--- src/rtl/branch_feedback_tracker_if.sv ---
// Predictor-side bundle of the branch feedback tracker.
// The request leg (valid/pc/target out, prediction back) is combinational.
// The feedback leg carries one registered resolution record per pulse.
`ifndef ADDR_WIDTH
`define ADDR_WIDTH 32
`endif

interface branch_feedback_tracker_if #(
    parameter int ADDR_WIDTH = `ADDR_WIDTH
);
    logic                  req_valid;
    logic [ADDR_WIDTH-1:0] req_pc;
    logic [ADDR_WIDTH-1:0] req_target;
    logic                  req_prediction;
    logic                  fb_valid;
    logic [ADDR_WIDTH-1:0] fb_pc;
    logic                  fb_prediction;
    logic                  fb_outcome;

    // Tracker side: issues requests and feedback, receives the prediction.
    modport master (
        output req_valid, req_pc, req_target,
        input  req_prediction,
        output fb_valid, fb_pc, fb_prediction, fb_outcome
    );

    // Predictor side.
    modport slave (
        input  req_valid, req_pc, req_target,
        output req_prediction,
        input  fb_valid, fb_pc, fb_prediction, fb_outcome
    );
endinterface

--- src/rtl/branch_feedback_tracker.sv ---
// branch_feedback_tracker: in-order queue of in-flight conditional branches.
// Decode requests a prediction through the tracker; the {pc, prediction} pair
// is queued. When EX resolves the oldest branch, the head is popped, checked
// against the resolving PC, and turned into a one-cycle feedback record for
// the predictor. A mispredict squashes every younger (wrong-path) entry.
`ifndef ADDR_WIDTH
`define ADDR_WIDTH 32
`endif

typedef enum logic {
    NOT_TAKEN = 1'b0,
    TAKEN     = 1'b1
} BranchOutcome;

module branch_feedback_tracker #(
    parameter int DEPTH      = 8,
    parameter int ADDR_WIDTH = `ADDR_WIDTH,
    localparam int CW        = $clog2(DEPTH) + 1
) (
    input  logic                       clk,
    input  logic                       rst_n,
    // decode side
    input  logic                       i_dec_valid,
    input  logic [ADDR_WIDTH-1:0]      i_dec_pc,
    input  logic [ADDR_WIDTH-1:0]      i_dec_target,
    output logic                       o_dec_ready,
    output BranchOutcome               o_dec_prediction,
    // predictor request/feedback bundle
    branch_feedback_tracker_if.master  bus,
    // execute side
    input  logic                       i_ex_valid,
    input  logic [ADDR_WIDTH-1:0]      i_ex_pc,
    input  BranchOutcome               i_ex_outcome,
    input  logic                       i_flush,
    // status
    output logic                       o_mispredict,
    output logic                       o_pc_mismatch,
    output logic                       o_underflow,
    output logic [CW-1:0]              o_count,
    output logic [31:0]                o_stat_branches,
    output logic [31:0]                o_stat_mispredicts
);

    localparam int            PW       = $clog2(DEPTH);
    localparam logic [PW-1:0] PTR_ZERO = {PW{1'b0}};
    localparam logic [PW-1:0] PTR_ONE  = {{(PW-1){1'b0}}, 1'b1};
    localparam logic [CW-1:0] CNT_ZERO = {CW{1'b0}};
    localparam logic [CW-1:0] CNT_ONE  = {{(CW-1){1'b0}}, 1'b1};
    localparam logic [CW-1:0] CNT_FULL = CW'(DEPTH);

    // queue storage and pointers
    logic [ADDR_WIDTH-1:0] r_pc_mem   [DEPTH];
    BranchOutcome          r_pred_mem [DEPTH];
    logic [PW-1:0]         r_head;
    logic [PW-1:0]         r_tail;
    logic [CW-1:0]         r_count;

    // registered feedback and status
    logic                  r_fb_valid;
    logic [ADDR_WIDTH-1:0] r_fb_pc;
    BranchOutcome          r_fb_prediction;
    BranchOutcome          r_fb_outcome;
    logic                  r_mispredict;
    logic                  r_pc_mismatch;
    logic                  r_underflow;
    logic [31:0]           r_stat_branches;
    logic [31:0]           r_stat_mispredicts;

    // per-cycle decisions
    logic                  w_dec_ready;
    logic                  w_push;
    logic                  w_resolve;
    logic                  w_empty_resolve;
    logic                  w_pc_match;
    logic                  w_mispred;
    logic                  w_clear;
    logic [ADDR_WIDTH-1:0] w_head_pc;
    BranchOutcome          w_head_pred;
    BranchOutcome          w_req_prediction;

    assign w_req_prediction = BranchOutcome'(bus.req_prediction);
    assign w_head_pc        = r_pc_mem[r_head];
    assign w_head_pred      = r_pred_mem[r_head];

    // A flushing cycle never accepts, so a dropped push is never acknowledged.
    assign w_dec_ready      = (r_count != CNT_FULL) & ~i_flush;
    assign w_push           = i_dec_valid & w_dec_ready;
    // Resolve sees only the pre-edge occupancy: no bypass of a same-cycle push.
    assign w_resolve        = i_ex_valid & (r_count != CNT_ZERO);
    assign w_empty_resolve  = i_ex_valid & (r_count == CNT_ZERO);
    assign w_pc_match       = w_resolve & (i_ex_pc == w_head_pc);
    assign w_mispred        = w_pc_match & (w_head_pred != i_ex_outcome);
    // Everything behind a mispredicted branch is wrong-path.
    assign w_clear          = i_flush | w_mispred;

    // Head/tail pointers and occupancy; a clear overrides any push or pop.
    always_ff @(posedge clk or negedge rst_n) begin
        if (!rst_n) begin
            r_head  <= PTR_ZERO;
            r_tail  <= PTR_ZERO;
            r_count <= CNT_ZERO;
        end else if (w_clear) begin
            r_head  <= PTR_ZERO;
            r_tail  <= PTR_ZERO;
            r_count <= CNT_ZERO;
        end else begin
            if (w_push) begin
                r_tail <= r_tail + PTR_ONE;
            end
            if (w_resolve) begin
                r_head <= r_head + PTR_ONE;
            end
            case ({w_push, w_resolve})
                2'b10:   r_count <= r_count + CNT_ONE;
                2'b01:   r_count <= r_count - CNT_ONE;
                default: r_count <= r_count;
            endcase
        end
    end

    // Entry storage: record the PC and the prediction handed to decode.
    always_ff @(posedge clk or negedge rst_n) begin
        if (!rst_n) begin
            for (int i = 0; i < DEPTH; i++) begin
                r_pc_mem[i]   <= {ADDR_WIDTH{1'b0}};
                r_pred_mem[i] <= NOT_TAKEN;
            end
        end else if (w_push) begin
            r_pc_mem[r_tail]   <= i_dec_pc;
            r_pred_mem[r_tail] <= w_req_prediction;
        end
    end

    // Feedback record, error flags and wrap-around statistics.
    always_ff @(posedge clk or negedge rst_n) begin
        if (!rst_n) begin
            r_fb_valid         <= 1'b0;
            r_fb_pc            <= {ADDR_WIDTH{1'b0}};
            r_fb_prediction    <= NOT_TAKEN;
            r_fb_outcome       <= NOT_TAKEN;
            r_mispredict       <= 1'b0;
            r_pc_mismatch      <= 1'b0;
            r_underflow        <= 1'b0;
            r_stat_branches    <= 32'd0;
            r_stat_mispredicts <= 32'd0;
        end else begin
            r_fb_valid    <= w_pc_match;
            r_mispredict  <= w_mispred;
            r_pc_mismatch <= w_resolve & ~w_pc_match;
            if (w_pc_match) begin
                r_fb_pc         <= w_head_pc;
                r_fb_prediction <= w_head_pred;
                r_fb_outcome    <= i_ex_outcome;
                r_stat_branches <= r_stat_branches + 32'd1;
            end
            if (w_mispred) begin
                r_stat_mispredicts <= r_stat_mispredicts + 32'd1;
            end
            if (w_empty_resolve) begin
                r_underflow <= 1'b1;
            end
        end
    end

    assign o_dec_ready        = w_dec_ready;
    assign o_dec_prediction   = w_req_prediction;
    assign bus.req_valid      = w_push;
    assign bus.req_pc         = i_dec_pc;
    assign bus.req_target     = i_dec_target;
    assign bus.fb_valid       = r_fb_valid;
    assign bus.fb_pc          = r_fb_pc;
    assign bus.fb_prediction  = r_fb_prediction;
    assign bus.fb_outcome     = r_fb_outcome;
    assign o_mispredict       = r_mispredict;
    assign o_pc_mismatch      = r_pc_mismatch;
    assign o_underflow        = r_underflow;
    assign o_count            = r_count;
    assign o_stat_branches    = r_stat_branches;
    assign o_stat_mispredicts = r_stat_mispredicts;

endmodule

--- src/flat_wrapper.sv ---
// flat-port wrapper written by rule: the top's interface ports become plain ports
module branch_feedback_tracker_flat 
#(
    parameter int DEPTH      = 8,
    parameter int ADDR_WIDTH = `ADDR_WIDTH,
    localparam int CW        = $clog2(DEPTH) + 1
)
  (clk, rst_n, i_dec_valid, i_dec_pc, i_dec_target, o_dec_ready, o_dec_prediction, i_ex_valid, i_ex_pc, i_ex_outcome, i_flush, o_mispredict, o_pc_mismatch, o_underflow, o_count, o_stat_branches, o_stat_mispredicts, bus_req_valid, bus_req_pc, bus_req_target, bus_req_prediction, bus_fb_valid, bus_fb_pc, bus_fb_prediction, bus_fb_outcome);
  branch_feedback_tracker_if #(.ADDR_WIDTH(ADDR_WIDTH)) bus_i ();
  input  logic clk;
  input  logic rst_n;
  input  logic i_dec_valid;
  input  logic [ADDR_WIDTH-1:0] i_dec_pc;
  input  logic [ADDR_WIDTH-1:0] i_dec_target;
  output logic o_dec_ready;
  output BranchOutcome o_dec_prediction;
  input  logic i_ex_valid;
  input  logic [ADDR_WIDTH-1:0] i_ex_pc;
  input  BranchOutcome i_ex_outcome;
  input  logic i_flush;
  output logic o_mispredict;
  output logic o_pc_mismatch;
  output logic o_underflow;
  output logic [CW-1:0] o_count;
  output logic [31:0] o_stat_branches;
  output logic [31:0] o_stat_mispredicts;
  output wire logic [$bits(bus_i.req_valid)-1:0] bus_req_valid;
  output wire logic [$bits(bus_i.req_pc)-1:0] bus_req_pc;
  output wire logic [$bits(bus_i.req_target)-1:0] bus_req_target;
  input wire logic [$bits(bus_i.req_prediction)-1:0] bus_req_prediction;
  output wire logic [$bits(bus_i.fb_valid)-1:0] bus_fb_valid;
  output wire logic [$bits(bus_i.fb_pc)-1:0] bus_fb_pc;
  output wire logic [$bits(bus_i.fb_prediction)-1:0] bus_fb_prediction;
  output wire logic [$bits(bus_i.fb_outcome)-1:0] bus_fb_outcome;
  assign bus_req_valid = bus_i.req_valid;
  assign bus_req_pc = bus_i.req_pc;
  assign bus_req_target = bus_i.req_target;
  assign bus_i.req_prediction = bus_req_prediction;
  assign bus_fb_valid = bus_i.fb_valid;
  assign bus_fb_pc = bus_i.fb_pc;
  assign bus_fb_prediction = bus_i.fb_prediction;
  assign bus_fb_outcome = bus_i.fb_outcome;
  branch_feedback_tracker #(.DEPTH(DEPTH), .ADDR_WIDTH(ADDR_WIDTH)) u_core (.clk(clk), .rst_n(rst_n), .i_dec_valid(i_dec_valid), .i_dec_pc(i_dec_pc), .i_dec_target(i_dec_target), .o_dec_ready(o_dec_ready), .o_dec_prediction(o_dec_prediction), .bus(bus_i), .i_ex_valid(i_ex_valid), .i_ex_pc(i_ex_pc), .i_ex_outcome(i_ex_outcome), .i_flush(i_flush), .o_mispredict(o_mispredict), .o_pc_mismatch(o_pc_mismatch), .o_underflow(o_underflow), .o_count(o_count), .o_stat_branches(o_stat_branches), .o_stat_mispredicts(o_stat_mispredicts));
endmodule
--- config.mk ---
export PLATFORM = sky130hd
export DESIGN_NAME = branch_feedback_tracker_flat
export DESIGN_NICKNAME = d
export VERILOG_FILES = /design/src/rtl/branch_feedback_tracker_if.sv /design/src/rtl/branch_feedback_tracker.sv /design/src/flat_wrapper.sv
export SDC_FILE = /design/constraint.sdc
export NUM_CORES = 1
export LEC_CHECK = 0
export ABC_AREA = 1
export CAP_MARGIN = 30
export CORE_MARGIN = 2
export CORE_UTILIZATION = 61
export CTS_BUF_LIST = sky130_fd_sc_hd__clkbuf_8
export DETAILED_ROUTE_END_ITERATION = 8
export PLACE_DENSITY = 0.89
export SYNTH_ARGS = -nofsm -noshare
export SYNTH_HDL_FRONTEND = slang
export SYNTH_SLANG_ARGS = --single-unit
--- constraint.sdc ---
create_clock -name clk -period 5 [get_ports clk]
set_clock_uncertainty 0.05 [all_clocks]
set_input_delay 1.5 -clock clk [delete_from_list [all_inputs] [get_ports clk]]
set_output_delay 1.5 -clock clk [all_outputs]
set_load 0.03 [all_outputs]
==> flow_metrics.py, run 1 <==
metrics = {
    "setup_path": {
        "required_ps": 3450,
        "cp-startpoint": "i_flush",
        "crit_arrival_ps": 2900,
        "end_kind": "primary output",
        "worstSetupEndpoint": "bus_req_valid",
        "r2r_setup_slack_ps": 880,
        "cp-start-kind": "primary input",
        "cp_max_fo": 10,
        "r2r-end": "u_core.o_stat_branches[0]",
        "rr_startpoint": "u_core.r_head[0]",
        "crit_type": "in2out",
        "reg2reg_depth": 15,
    },
    "clocking": {
        "cts_buffer_depth": 3,
        "numCtsBuffers": 60,
        "cts_tree": "built",
        "cts-root-buf": "clkbuf_8",
        "cts.sinks": 376,
        "cts_setup_buffers": 0,
        "ctsHoldBuffers": 0,
        "cts-htree-levels": 2,
        "cts-resized-gates": 0,
        "clock_latency_ps": 650,
        "path_clk_slew_ps": 60,
    },
    "global_routing": {
        "grt_overflow": 0,
        "grt_pass1_vias": 17582,
        "antenna_found_initial": 2,
        "grtUsageTotal": 0.328,
        "grt_pass1_wl_um": 88300,
        "grt_max_degree": 116,
    },
    "job": {
        "maxCapViolCount": 0,
    },
    "power_and_ir_drop": {
        "power.total_w": 0.0100,
        "ir_drop_mv": 0.334,
        "p_leak_nw": 11.1,
        "p_per_area_nw_per_um2": 441,
    },
    "timing": {
        "period_share": 0.891,
        "rsz0062_at_grt": "false",
        "setup_viol": 0,
        "final_hold_viol_count": 0,
        "setup_tns_ps": 0,
        "worst_slack_ps": 545,
        "relSlewSlack": 0.309,
        "worst_pin_slew_ps": 1040,
        "finalMaxSlewViolations": 0,
        "holdWs_ps": 433,
        "fin_crit_ps": 4450,
        "max_freq_mhz": 224,
    },
    "detailed_routing": {
        "remaining_drc_errors": 0,
        "drt-total-wl_um": 54600,
        "routed_via_density": 5.71,
        "dr.pass1.iters": 6,
        "met2WireLength_um": 25800,
        "m1WireLength_um": 21800,
        "ant_nets": 0,
        "wl_met3_um": 5120,
        "maxUsedRoutingLayer": "met5",
        "wire_per_inst_um": 17.1,
        "vias": 18200,
        "drt_iter0_drc": 1673,
    },
    "finish": {
        "layout.nets": 2854,
        "area_growth_pct": 15.9,
        "drive_gt1_frac": 0.0457,
        "nFillCells": 2448,
    },
    "placement": {
        "dp_hpwl_um": 35100,
        "detailedPlace.worstSlack_ps": 567,
        "portBuffers": 211,
        "place_congestion": 0.948,
    },
    "run_status": {
        "run_status": "finished clean",
    },
    "logic_synthesis": {
        "syn_area_per_cell_um2": 7.43,
        "ys_ff_latch": 376,
        "netlist_instances": 2636,
        "synth.distinct_cells": 33,
        "syn_area_um2": 19600,
        "syn-num-nets": 2747,
        "synth-seq-area-share": 0.480,
        "yosys_warnings": 0,
    },
    "worst_hold_path": {
        "hp-class": "reg2reg",
    },
    "die": {
        "dieArea_um2": 33600,
        "core_area_um2": 31600,
        "row_count": 65,
        "start_util": 0.621,
        "die_h_um": 183,
        "dieWidth_um": 183,
        "ios": 276,
    },
}
[Yosys cell counts]
| master | n | area [um^2] |
|---|---|---|
| o21bai_1 | 1 | 7.51 |
| clkinv_1 | 2 | 7.51 |
| clkbuf_2 | 1 | 5.00 |
| inv_2 | 4 | 15.0 |
| nor3_1 | 35 | 175 |
| nand3b_1 | 7 | 52.6 |
| clkbuf_1 | 76 | 285 |
| o22ai_1 | 1 | 6.26 |
| buf_4 | 71 | 533 |
| nor2_2 | 3 | 18.8 |
| a21oi_1 | 6 | 30.0 |
| buf_6 | 5 | 56.3 |
| fa_1 | 1 | 20.0 |
| mux2i_1 | 1 | 10.0 |
| nor2_1 | 135 | 507 |
| nor4_1 | 16 | 100 |
| buf_2 | 40 | 200 |
| o21ai_1 | 55 | 275 |
| and2_1 | 4 | 25.0 |
| o221ai_1 | 1 | 8.76 |
| nand2_1 | 978 | 3670 |
| o21ai_0 | 276 | 1380 |
| ha_1 | 7 | 87.6 |
| a31oi_1 | 2 | 12.5 |
| xor2_1 | 56 | 490 |
| nand3_1 | 167 | 836 |
| xnor2_1 | 13 | 114 |
| inv_1 | 240 | 901 |
| nand3_2 | 1 | 10.0 |
| buf_1 | 5 | 18.8 |
| nor3b_1 | 1 | 7.51 |
| dfrtp_1 | 376 | 9410 |
| nand4_1 | 49 | 307 |
[cells by family after synthesis]
| group | count (synthesis) | synth area share |
|---|---|---|
| XOR/XNOR | 69 | 0.0309 |
| flip-flops | 376 | 0.480 |
| AND/OR/NAND/NOR | 1396 | 0.292 |
| adder cells (fa/ha/maj) | 8 | 0.00549 |
| multiplexers | 1 | 0.000511 |
| AO/OA/AOI/OAI | 342 | 0.0879 |
| buffers and inverters | 444 | 0.103 |
[layer usage]
metal	up-vias	GRT usage
li1	8486	-
met1	8575	0.429
met2	979	0.546
met3	158	0.0594
met4	2	0.132
met5	-	0
[through the flow]
stage,std cells,area (um^2),utilization
after global placement,3083,21500,0.681
final,3185,22700,0.719
after CTS,3184,22700,0.719
after detailed placement,3083,21500,0.681
after floorplan,2636,19600,-
after global routing,3184,22700,0.719
[critical path, cell delays in order]
cell and delay [ps]:
clkdlybuf4s50_1 480, a31oi_1 60, nand2_1 250, clkinv_1 340
buf_12 260
[layout make-up]
class                   count  area, um^2  share of cell area
diodes                      1        2.50            0.000110
repair buffers            243        2480               0.109
inverters                 246         925              0.0407
flip-flops and latches    376        9410               0.415
clock inverters            29         196             0.00866
well taps                 402         503              0.0222
clock buffers              72         991              0.0437
multi-input cells        1816        8180               0.361
[report_power, final]
group / total [W] / internal [W] / switching, W / leakage, nW
Clock: 0.00262 / 0.00140 / 0.00122 / 0.686
Sequential: 0.00387 / 0.00352 / 0.000348 / 5.08
Combinational: 0.00353 / 0.00110 / 0.00243 / 5.31
Total: 0.0100 / 0.00602 / 0.00400 / 11.1
[how the worst min path moves through the flow]
stage	to	startpoint	cells after the start	slack [ps]
floorplan	u_core.r_pc_mem[200]	u_core.r_pc_mem[200]	2	400
finish	u_core.r_pc_mem[36]	u_core.r_pc_mem[36]	2	430
global placement	u_core.r_pc_mem[8]	u_core.r_pc_mem[8]	2	410
CTS	u_core.r_pred_mem[2]	u_core.r_pred_mem[2]	2	440
global route	u_core.r_pc_mem[167]	u_core.r_pc_mem[167]	2	450
detailed placement	u_core.r_pred_mem[2]	u_core.r_pred_mem[2]	2	420
[cell usage in the layout (no fill, tap or decap), types with 2 or more instances in the layout]
cell type,n
a21oi_1,6
and2_1,4
buf_12,10
buf_4,23
bufinv_16,2
clkbuf_8,72
clkdlybuf4s50_1,209
clkinv_1,2
clkinv_2,5
clkinv_8,2
dfrtp_1,374
ha_1,7
inv_1,260
inv_2,3
nand2_1,978
nand3_1,167
nand3b_1,7
nand4_1,49
nor2_1,135
nor2_2,3
nor3_1,35
nor4_1,16
o21ai_0,276
o21ai_1,55
xnor2_1,13
xor2_1,55
[registers in the layout (all words and copies together) (netlist names)]
signal and count:
u_core.o_stat_mispredicts 32, u_core.r_pc_mem 256, u_core.bus.fb_valid 1, u_core.r_tail 3, u_core.o_stat_branches 32, u_core.bus.fb_outcome 1, u_core.bus.fb_prediction 1, u_core.o_pc_mismatch 1
u_core.o_underflow 1, u_core.r_pred_mem 8, u_core.r_head 3, u_core.o_count 4, u_core.bus.fb_pc 32, u_core.o_mispredict 1
Note: power is estimated with default switching activity, not from simulation.
==> run 2: changes to the inputs <==
--- a/config.mk
+++ b/config.mk
@@ -8,10 +8,11 @@
 export ABC_AREA = 1
 export CAP_MARGIN = 30
 export CORE_MARGIN = 2
-export CORE_UTILIZATION = 61
+export CORE_UTILIZATION = 42
 export CTS_BUF_LIST = sky130_fd_sc_hd__clkbuf_8
 export DETAILED_ROUTE_END_ITERATION = 8
-export PLACE_DENSITY = 0.89
+export PLACE_DENSITY = 0.65
+export RECOVER_POWER = 50
 export SYNTH_ARGS = -nofsm -noshare
 export SYNTH_HDL_FRONTEND = slang
 export SYNTH_SLANG_ARGS = --single-unit
==> run 2 against run 1 <==
  * Global-route usage down 9.1 points
  * Maximum frequency decreased by 2.5%
  * Critical endpoint is now o_dec_ready
  * Critical path type unchanged
  * Core utilization fell by 22 points
  * First-iteration DRC count fell by 7.8%
  * Non-clock buffer count grew 1
  * The run now ends with max-capacitance violations, max-slew violations left
  * Total power increased by 2.8%
  * Combinational power rose by 6.5%
==> flow_metrics.py, run 2 (synthesized netlist as in run 1, its figures left out) <==
metrics = {
    "timing": {
        "period_share": 0.914,
        "setup_tns_ps": 0,
        "max_freq_mhz": 219,
        "worst_pin_slew_ps": 1960,
        "finalMaxSlewViolations": 181,
        "rsz0062_at_grt": "false",
        "final_hold_viol_count": 0,
        "holdWs_ps": 429,
        "setup_viol": 0,
        "relSlewSlack": -0.308,
        "fin_crit_ps": 4570,
    },
    "global_routing": {
        "grt_pass1_wl_um": 89800,
        "antenna_found_initial": 1,
        "grt_pass1_vias": 16384,
        "grtUsageTotal": 0.238,
        "grt_max_degree": 142,
        "grt_overflow": 0,
    },
    "finish": {
        "multiInputGateArea_um2": 8180,
        "regMostFlops": "u_core.r_pc_mem",
        "largest_reg_flops": 256,
        "finalNonFillerCells": 3406,
        "layout.nets": 2865,
        "nFillCells": 4599,
        "seqCellArea_um2": 9410,
        "layout_common_cells": "nand2_1 (978), dfrtp_1 (374), o21ai_0 (276), inv_1 (269), clkdlybuf4s50_1 (207)",
        "drive_gt1_frac": 0.0465,
        "area_growth_pct": 17.5,
        "layout_commonest_cell": "nand2_1",
    },
    "clocking": {
        "clock_latency_ps": 620,
        "cts-htree-levels": 3,
        "cts_setup_buffers": 0,
        "path_clk_slew_ps": 50,
        "cts.sinks": 376,
        "cts-resized-gates": 0,
        "numCtsBuffers": 70,
        "ctsHoldBuffers": 0,
        "cts_tree": "built",
        "cts_buffer_depth": 3,
        "cts-root-buf": "clkbuf_8",
    },
    "die": {
        "core_area_um2": 46300,
        "dieArea_um2": 48400,
        "start_util": 0.423,
        "row_count": 79,
        "die_h_um": 220,
        "dieWidth_um": 220,
        "ios": 276,
    },
    "setup_path": {
        "reg2reg_depth": 7,
        "crit_type": "in2out",
        "path_cells": "dlygate4sd3_1, a31oi_1, clkdlybuf4s50_1",
        "crit_slowest_cell": "clkdlybuf4s50_1",
        "cp-start-kind": "primary input",
        "end_kind": "primary output",
        "cp-startpoint": "i_flush",
        "cp_num_buf_inv": 2,
        "cp_num_cells": 3,
        "crit_family": "buffers and inverters",
        "cp_max_fo": 2,
        "rr_startpoint": "u_core.o_count[1]",
        "required_ps": 3450,
        "crit_arrival_ps": 3020,
        "worstSetupEndpoint": "o_dec_ready",
        "r2r_setup_slack_ps": 1450,
        "max_stage_delay_ps": 720,
        "r2r-end": "u_core.r_pc_mem[169]",
    },
    "detailed_routing": {
        "dr.pass1.iters": 8,
        "routed_via_density": 5.13,
        "drt-total-wl_um": 56800,
        "remaining_drc_errors": 0,
        "vias": 17471,
        "drt_iter0_drc": 1542,
        "ant_nets": 0,
        "wire_per_inst_um": 16.7,
    },
    "power_and_ir_drop": {
        "p_leak_nw": 11.1,
        "p_sw_frac": 0.404,
        "ir_drop_mv": 0.328,
        "clkPwrFrac": 0.267,
        "p_switching_w": 0.00416,
        "p_per_area_nw_per_um2": 448,
        "internal_power_w": 0.00613,
        "seqPwrFrac": 0.368,
        "share_comb_of_total_power": 0.365,
    },
    "placement": {
        "dp_hpwl_um": 36500,
        "portBuffers": 211,
        "dp_cells": 3288,
        "place_congestion": 0.873,
    },
    "job": {
        "maxCapViolCount": 4,
    },
    "worst_hold_path": {
        "hp-class": "reg2reg",
        "holdPathStages": 2,
    },
    "run_status": {
        "violations": "max-capacitance violations, max-slew violations",
        "run_status": "finished with violations",
    },
}
## run 2: cell count changes in the layout (fill, tap and decap cells not counted), moves of 3 or more
cell        delta
clkbuf_8       +9
inv_1          +9
clkbuf_1       +4
buf_4          -3
clkinvlp_4     +3
## run 2: stage by stage
step,setup slack [ps],total power (W),utilization,area [um^2]
6_report,431,0.0103,0.497,23000
5_1_grt,389,0.0111,0.497,23000
4_1_cts,559,0.0103,0.497,23000
3_5_place_dp,564,0.00753,0.470,21700
3_3_place_gp,614,0.00744,0.470,21700
2_1_floorplan,841,0.00637,-,19600
## run 2: worst min-delay path by stage
stage / from / endpoint / slack, ps
floorplan: u_core.r_pc_mem[200] / u_core.r_pc_mem[200] / 400
global placement: u_core.r_pc_mem[27] / u_core.r_pc_mem[27] / 410
detailed placement: u_core.r_pred_mem[2] / u_core.r_pred_mem[2] / 420
CTS: u_core.r_pred_mem[2] / u_core.r_pred_mem[2] / 430
global route: u_core.r_pred_mem[1] / u_core.r_pred_mem[1] / 450
finish: u_core.r_pred_mem[2] / u_core.r_pred_mem[2] / 430
## run 2: power by group through the flow
| stage | Sequential, W | Combinational [W] | Clock [W] |
|---|---|---|---|
| after floorplan | 0.00379 | 0.00258 | 0 |
| after global placement | 0.00381 | 0.00364 | 0 |
| after detailed placement | 0.00383 | 0.00371 | 0 |
| after CTS | 0.00378 | 0.00372 | 0.00283 |
| after global routing | 0.00385 | 0.00425 | 0.00298 |
| final | 0.00379 | 0.00376 | 0.00275 |
## run 2: worst min-delay path: cells and delay by family, from the launching register on
kind	cells	cell delay, ps
flip-flops	1	340
AO/OA/AOI/OAI	1	60
AND/OR/NAND/NOR	1	50
## run 2: routing by layer
metal  GRT usage  share of wire  vias up
met1       0.335           0.46     8237
met5           0              0        -
met2       0.369           0.45      612
met4      0.0801          0.025        0
li1            -              -     8522
met3      0.0427          0.071      100
## run 2: cell type report
type,count,area share
sequential,376,0.409
multi-input combinational,1816,0.356
timing repair buffer,244,0.107
clock buffer,81,0.0485
inverter,246,0.0402
tap,607,0.0330
clock inverter,35,0.00653
antenna,1,0.000109
==> run 3: changes to the inputs <==
==> constraint.sdc (replaced) <==
create_clock -name clk -period 5.5 [get_ports clk]
set_clock_uncertainty 0.05 [all_clocks]
set_input_delay 1.65 -clock clk [delete_from_list [all_inputs] [get_ports clk]]
set_output_delay 1.65 -clock clk [all_outputs]
set_load 0.03 [all_outputs]
==> run 3 against run 2 <==
  * The run still ends with max-capacitance violations, max-slew violations left
  * Non-clock buffer count increased by 1
  * Worst setup slack got worse by 230 ps
  * Highest routed layer unchanged
  * Critical path type unchanged
  * Critical endpoint is now bus_req_valid
  * Combinational power decreased by 10%
  * Core utilization increased by 0.22 points
  * Register-to-register slack improved by 20 ps
==> flow_metrics.py, run 3 (synthesized netlist as in run 1, its figures left out) <==
metrics = {
    "job": {
        "maxCapViolCount": 1,
    },
    "detailed_routing": {
        "drt_iter0_drc": 1628,
        "dr.pass1.iters": 7,
        "vias": 17526,
        "ant_nets": 0,
        "drt-total-wl_um": 57500,
        "remaining_drc_errors": 0,
        "routed_via_density": 5.14,
        "wire_per_inst_um": 16.8,
    },
    "finish": {
        "multiInputGateArea_um2": 8180,
        "regMostFlops": "u_core.r_pc_mem",
        "layout_commonest_cell": "nand2_1",
        "layout_common_cells": "nand2_1 (978), dfrtp_1 (374), o21ai_0 (276), inv_1 (259), clkdlybuf4s50_1 (171)",
        "nFillCells": 4537,
        "largest_reg_flops": 256,
        "post-route-util": 0.500,
        "layout.nets": 2865,
        "drive_gt1_frac": 0.0528,
        "area_growth_pct": 18.0,
        "seqCellArea_um2": 9410,
    },
    "power_and_ir_drop": {
        "ir_drop_mv": 0.366,
        "p_leak_nw": 11.3,
        "p_per_area_nw_per_um2": 412,
    },
    "global_routing": {
        "antenna_found_initial": 1,
        "grt_overflow": 0,
        "grtUsageTotal": 0.240,
        "grt_pass1_vias": 16252,
        "grt_pass1_wl_um": 90400,
        "grt_max_degree": 126,
    },
    "setup_path": {
        "r2r_setup_slack_ps": 1470,
        "crit_slowest_cell": "clkdlybuf4s50_1",
        "required_ps": 3800,
        "cp-start-kind": "primary input",
        "r2r-end": "u_core.bus.fb_pc[5]",
        "path_cells": "dlygate4sd3_1, a31oi_1, nand2_1, clkinv_1, clkdlybuf4s50_1",
        "cp_num_buf_inv": 3,
        "reg2reg_depth": 16,
        "end_kind": "primary output",
        "crit_arrival_ps": 3600,
        "cp_max_fo": 10,
        "crit_family": "buffers and inverters",
        "rr_startpoint": "u_core.r_head[1]",
        "max_stage_delay_ps": 750,
        "crit_type": "in2out",
    },
    "clocking": {
        "numCtsBuffers": 69,
        "cts-resized-gates": 0,
        "path_clk_slew_ps": 50,
        "cts-root-buf": "clkbuf_8",
        "clock_latency_ps": 630,
        "cts.sinks": 376,
        "cts-htree-levels": 3,
        "cts_tree": "built",
        "cts_setup_buffers": 0,
        "ctsHoldBuffers": 0,
        "cts_buffer_depth": 3,
    },
    "timing": {
        "final_hold_viol_count": 0,
        "setup_tns_ps": 0,
        "setup_viol": 0,
        "finalMaxSlewViolations": 125,
        "max_freq_mhz": 189,
        "period_share": 0.964,
        "fin_crit_ps": 5300,
        "rsz0062_at_grt": "false",
        "worst_pin_slew_ps": 3210,
        "relSlewSlack": -1.14,
    },
    "worst_hold_path": {
        "holdPathStages": 2,
        "hp-start": "u_core.r_pred_mem[2]",
        "hp-class": "reg2reg",
        "holdPathEnd": "u_core.r_pred_mem[2]",
    },
    "run_status": {
        "run_status": "finished with violations",
        "violations": "max-capacitance violations, max-slew violations",
    },
    "die": {
        "die_h_um": 220,
        "core_area_um2": 46300,
        "ios": 276,
        "start_util": 0.423,
        "dieWidth_um": 220,
        "dieArea_um2": 48400,
        "row_count": 79,
    },
    "placement": {
        "place_congestion": 0.866,
        "dp_hpwl_um": 37100,
        "portBuffers": 211,
    },
}
==> run 3: cell count changes in the layout (fill, tap and decap cells not counted), sizes merged, moves of 2 or more <==
cell | previous run | this run
inv | 273 | 262
clkinv | 5 | 12
clkdlybuf4s50 | 207 | 171
dlygate4sd3 | 2 | 39
bufinv | 0 | 2
clkbuf | 87 | 94
==> run 3: per-stage QoR <==
step	setup WS, ps	cell area, um^2	cells	hold slack, ps	total power [W]
finish	197	23100	3411	425	0.00952
global route	132	23100	3411	447	0.0102
CTS	310	23100	3410	431	0.00956
detailed placement	320	21700	3290	418	0.00682
global placement	335	21700	3289	411	0.00671
floorplan	1040	19600	2636	398	0.00579
==> run 3: final cells by class <==
class                           instances  area share
Timing Repair Buffer                  245       0.105
Antenna cell                            1    0.000108
Inverter                              246      0.0400
Tap cell                              607      0.0329
Sequential cell                       376       0.407
Clock buffer                           88      0.0524
Multi-Input combinational cell       1816       0.354
Clock inverter                         32     0.00845
==> run 3: power by group <==
group          switching [W]  total (W)  internal [W]
clock                0.00118    0.00271       0.00153
sequential          0.000236    0.00344       0.00320
combinational        0.00234    0.00337       0.00102
total                0.00376    0.00952       0.00575
==> run 3: per-layer routing <==
metal	wire [um]	vias up	global-route usage
met2	26000	651	0.372
met5	0	-	0
li1	-	8516	-
met3	3990	106	0.0370
met1	26100	8253	0.340
met4	1370	0	0.0861
==> run 3: how the worst max path moves through the flow <==
stage	startpoint	end	cells after the start
after floorplan	i_flush	bus_req_valid	3
after CTS	i_flush	bus_req_valid	5
final	i_flush	bus_req_valid	5
after global placement	i_flush	bus_req_valid	5
after detailed placement	i_flush	bus_req_valid	5
after global routing	i_flush	bus_req_valid	5
==> run 3: worst register-to-register path, stage by stage, from the launching register on <==
cell	delay, ps
dfrtp_2	340
buf_4	380
buf_4	650
nor2_1	120
o21ai_1	100
nand3_1	160
nand2_1	230
nand2_1	80
nand2_1	100
nand2_1	90
nor2_1	130
nand2_1	70
nor2_2	200
nand3_4	420
buf_4	520
nand2_1	170
o21ai_1	80
